## src/rtl/encoder_emu.sv

```systemverilog
// ============================================================================
// Module   : encoder_emu
// Brief    : Quadrature encoder emulator; deg/s rate + direction -> A/B phases.
// Revision : 1.0
// ============================================================================
`default_nettype none

module encoder_emu #(
   parameter int CLK_HZ    = 16000000,
   parameter int MAX_DEG_S = 1440,
   parameter int ACC_W     = 32
) (
   input  logic        clk,
   input  logic        enable,
   input  logic [15:0] deg_s,
   input  logic        dir,
   output logic        enc_a,
   output logic        enc_b,
   output logic        step,
   output logic [15:0] edge_count
);

   localparam logic [ACC_W-1:0] c_clk_hz    = ACC_W'(CLK_HZ);
   localparam logic [15:0]      c_max_deg_s = 16'(MAX_DEG_S);

   // Encoding equals the {A,B} level pair, so the state register drives the pins.
   typedef enum logic [1:0] {
      QS_00 = 2'b00,
      QS_10 = 2'b10,
      QS_11 = 2'b11,
      QS_01 = 2'b01
   } quad_t;

   logic [ACC_W-1:0] acc_q, acc_d;
   quad_t            quad_q, quad_d;
   logic             step_q, step_d;
   logic [15:0]      edge_count_q, edge_count_d;

   logic [15:0]      w_rate;
   logic [ACC_W-1:0] w_inc;
   logic [ACC_W-1:0] w_sum;
   logic             w_wrap;

   always_comb begin
      w_rate       = (deg_s > c_max_deg_s) ? c_max_deg_s : deg_s;
      w_inc        = {{(ACC_W-18){1'b0}}, w_rate, 2'b00};
      w_sum        = acc_q + w_inc;
      w_wrap       = (w_sum >= c_clk_hz);
      acc_d        = w_wrap ? (w_sum - c_clk_hz) : w_sum;
      step_d       = w_wrap;
      quad_d       = quad_q;
      edge_count_d = edge_count_q;

      if (w_wrap) begin
         case (quad_q)
            QS_00:   quad_d = dir ? QS_01 : QS_10;
            QS_10:   quad_d = dir ? QS_00 : QS_11;
            QS_11:   quad_d = dir ? QS_10 : QS_01;
            QS_01:   quad_d = dir ? QS_11 : QS_00;
            default: quad_d = QS_00;
         endcase
      end

      // Count only the A 0->1 transition, regardless of direction.
      if (!quad_q[1] && quad_d[1]) begin
         edge_count_d = edge_count_q + 16'd1;
      end
   end

   always_ff @(posedge clk or negedge enable) begin
      if (!enable) begin
         acc_q        <= '0;
         quad_q       <= QS_00;
         step_q       <= 1'b0;
         edge_count_q <= 16'd0;
      end else begin
         acc_q        <= acc_d;
         quad_q       <= quad_d;
         step_q       <= step_d;
         edge_count_q <= edge_count_d;
      end
   end

   assign enc_a      = quad_q[1];
   assign enc_b      = quad_q[0];
   assign step       = step_q;
   assign edge_count = edge_count_q;

endmodule

`default_nettype wire

```

## config.mk

```make
export PLATFORM = sky130hd
export DESIGN_NAME = encoder_emu
export DESIGN_NICKNAME = d
export VERILOG_FILES = /design/src/rtl/encoder_emu.sv
export SDC_FILE = /design/constraint.sdc
export NUM_CORES = 1
export LEC_CHECK = 0
export ABC_AREA = 0
export BUFFER_PORTS_ARGS = -buffer_cell sky130_fd_sc_hd__buf_2
export CORE_AREA = 2 2 98 100
export DETAILED_ROUTE_END_ITERATION = 8
export DIE_AREA = 0 0 100 102
export GPL_ROUTABILITY_DRIVEN = 1
export PLACE_DENSITY = 0.62
export SLEW_MARGIN = 20
export SYNTH_ARGS = -nofsm -noshare
export SYNTH_HDL_FRONTEND = slang
export SYNTH_SLANG_ARGS = --single-unit
```

## constraint.sdc

```tcl
create_clock -name clk -period 11.1 [get_ports clk]
set_clock_uncertainty 0.2 [all_clocks]
set_input_delay 2.22 -clock clk [delete_from_list [all_inputs] [get_ports clk]]
set_output_delay 2.22 -clock clk [all_outputs]
set_load 0.005 [all_outputs]
```

==> out/metrics.csv <==
stage;metric;value;unit
cells_and_area;mostFrequentLayoutCell;dfrtp_1;
synthesis;synth.distinct_cells;71;
sta;layout_min_cycle_time;7.69;ns
sta;finalHoldViolations;0;
clock_tree;cts_repair_resize_count;0;
worst_setup_path;max_stage_delay;0.51;ns
grt;antenna_found_initial;0;
grt;grt_pass1_wl;16800;um
clock_tree;h-tree-depth;2;
floorplanning;die_w;100;um
status;status;finished clean;
sta;rsz0062_at_grt;no;
floorplanning;num_rows;35;
sta;fin_setup_tns;0;ns
routing;first_pass_iters;5;
clock_tree;cts_max_path_buffers;2;
worst_setup_path;worst_setup_path_start_kind;input pin;
worst_setup_path;arrival;7.72;ns
clock_tree;holdBufCountCts;0;
synthesis;ys_seq_area_frac;0.308;
cells_and_area;layout.nets;525;
floorplanning;dieHeight;102;um
pwr;peakVddDrop;0.111;mV
synthesis;synthFlopType;dfrtp_1;
place;place_area;0.00426;mm2
place;pre_cts_ws;3.12;ns
synthesis;synth-warning-count;0;
cells_and_area;final_cell_area;0.00434;mm2
clock_tree;clkLatencyLatePin;0.31;ns
pwr;p_leak;1.93;nW
place;gp_congestion;0.888;
worst_hold_path;min_path_type;register to register;
worst_setup_path;crit_path_cell_trace;buf_2, nor3_1, nand2_1, a21oi_1, nor2_1, o21ai_0, nand2_1, or2_2, ha_1, a21oi_1, o21ai_0, a21oi_1, xor2_1, inv_1, ha_1, nand2_1, or4_1, or4_4, nor4_4, nor3_2, buf_4, nor3_1, xor2_1;
pwr;power_density;288;mW/mm2
sta;worstMarginPinSlew;0.759;ns
worst_setup_path;crit_required;11.13;ns
clock_tree;clk_pin_slew;0.10;ns
clock_tree;post_cts_buffers;0;
sta;slew_headroom;0.486;
sta;fmax;130;MHz
worst_setup_path;path_max_fanout;16;
cells_and_area;layout-drive-gt1-share;0.148;
synthesis;async_flop_share;1.00;
routing;finalWirelength;9990;um
synthesis;synth_area_per_cell;8.80;um2
routing;vias;3521;
place;portBuffers;37;
cells_and_area;num_antenna_cells;0;
routing;postRouteAntennaNets;0;
floorplanning;die_area;0.0102;mm2
place;dpl.hpwl;7830;um
grt;grt_remaining_overflow;0;
routing;vias_per_cell;5.89;
synthesis;synth_edf_count;0;
worst_setup_path;critPathTopFamily;simple AND/OR/NAND/NOR gates;
grt;first_global_vias;3372;
synthesis;ys_seq_elements;49;
routing;drc;0;
sta;fin_ws;3.41;ns
routing;drt_iter0_drc;222;
floorplanning;boundaryPins;38;
cells_and_area;syn2layout_area_growth;9.01;%
grt;grt_max_degree;50;
worst_setup_path;cp-end-kind;register;
clock_tree;clock-sinks;49;
sta;fin_crit_sh;0.693;
job;cap_violations;0;
cells_and_area;layout_common_cells;49 x dfrtp_1, 43 x nand2_1, 37 x buf_2, 34 x nor2_1, 29 x xnor2_1;
grt;globalRouteTotalUtil;0.207;
routing;post_drt_wl_per_cell;16.7;um
worst_setup_path;critical_path.slowest_cell;or4_4;
clock_tree;clock-root-buffer;clkbuf_8;
floorplanning;start_util;0.438;
synthesis;syn_area;0.00399;mm2
synthesis;synthCells;453;
clock_tree;cts_buffers;5;
sta;setup_viol;0;
worst_setup_path;path_buf_inv;3;
floorplanning;core-area;0.00911;mm2
sta;finalMaxSlewViolations;0;
worst_setup_path;path_class;input pin to register;
clock_tree;cts_tree;done;
-- cells by family after synthesis --
logic type               count (synthesis)  synth area share
adder cells (fa/ha/maj)                 20            0.0647
flip-flops                              49             0.308
other                                    1          0.000941
AND/OR/NAND/NOR                        183             0.255
multiplexers                             6            0.0163
XOR/XNOR                                56             0.123
buffers and inverters                   29            0.0320
AO/OA/AOI/OAI                          109             0.201
-- final timing paths --
kind / from / endpoint / slack (ns) / depth (start not counted)
min: edge_count[15]$_DFFE_PN0P_ / edge_count[15]$_DFFE_PN0P_ / 0.29 / 1
max: deg_s[0] / acc_q[16]$_DFF_PN0_ / 3.41 / 23
max in group asynchronous: enable / acc_q[28]$_DFF_PN0_ / 8.44 / 2
min in group asynchronous: enable / acc_q[15]$_DFF_PN0_ / 1.80 / 2
max reg2reg: acc_q[6]$_DFF_PN0_ / acc_q[16]$_DFF_PN0_ / 6.12 / 15
min reg2reg: edge_count[15]$_DFFE_PN0P_ / edge_count[15]$_DFFE_PN0P_ / 0.29 / 1
-- sequential cells by signal, summed over array words and instances (netlist names) --
name and flops:
acc_q 30, edge_count 16, quad_q 2, step 1
-- cells in the mapped netlist (all sizes together) (4+ instances only) --
cell | instances | area [um2]
or2 | 5 | 31.3
and3 | 12 | 75.1
a21o | 13 | 97.6
o21a | 7 | 52.6
o211ai | 6 | 58.8
nor2 | 34 | 128
nor3 | 16 | 85.1
xnor2 | 29 | 254
ha | 19 | 238
mux2 | 4 | 45.0
a31oi | 4 | 31.3
and2 | 7 | 43.8
inv | 12 | 45.0
a21oi | 23 | 115
buf | 8 | 48.8
clkbuf | 9 | 33.8
or4 | 8 | 71.3
nand4 | 15 | 93.8
dfrtp | 49 | 1230
nor4 | 9 | 90.1
or3 | 8 | 50.1
a211oi | 5 | 42.5
nand3 | 12 | 65.1
nand2 | 44 | 173
o21ai | 15 | 75.1
xor2 | 27 | 236
a211o | 4 | 35.0
-- power breakdown --
part	internal, mW	switching (mW)	leakage (nW)
clock	0.0446	0.0645	0.0374
sequential	0.256	0.0671	0.590
combinational	0.324	0.493	1.30
total	0.625	0.625	1.93
-- layout make-up --
cell class / instances / area, um2
repair buffers: 39 / 200
inverters: 12 / 45.0
well taps: 111 / 139
flip-flops and latches: 49 / 1230
fillers: 896 / 4760
clock buffers: 6 / 72.6
multi-input cells: 379 / 2650
clock inverters: 2 / 15.0
-- routing by layer --
layer | vias to the layer above | wire length, um | global-route usage
li1 | 1737 | - | -
met1 | 1677 | 4730 | 0.289
met2 | 98 | 4610 | 0.338
met3 | 9 | 523 | 0.0321
met4 | 0 | 123 | 0.0495
met5 | - | 0 | 0
-- metrics by stage --
step / power, mW / cells / util / hold slack [ns]
3_5_place_dp: 1.12 / 590 / 0.467 / 0.270
2_1_floorplan: 0.941 / 457 / - / 0.265
5_1_grt: 1.37 / 598 / 0.477 / 0.306
4_1_cts: 1.24 / 598 / 0.477 / 0.290
3_3_place_gp: 1.12 / 590 / 0.467 / 0.265
6_report: 1.25 / 598 / 0.477 / 0.289
No activity file was read; power rests on OpenSTA's default activity.
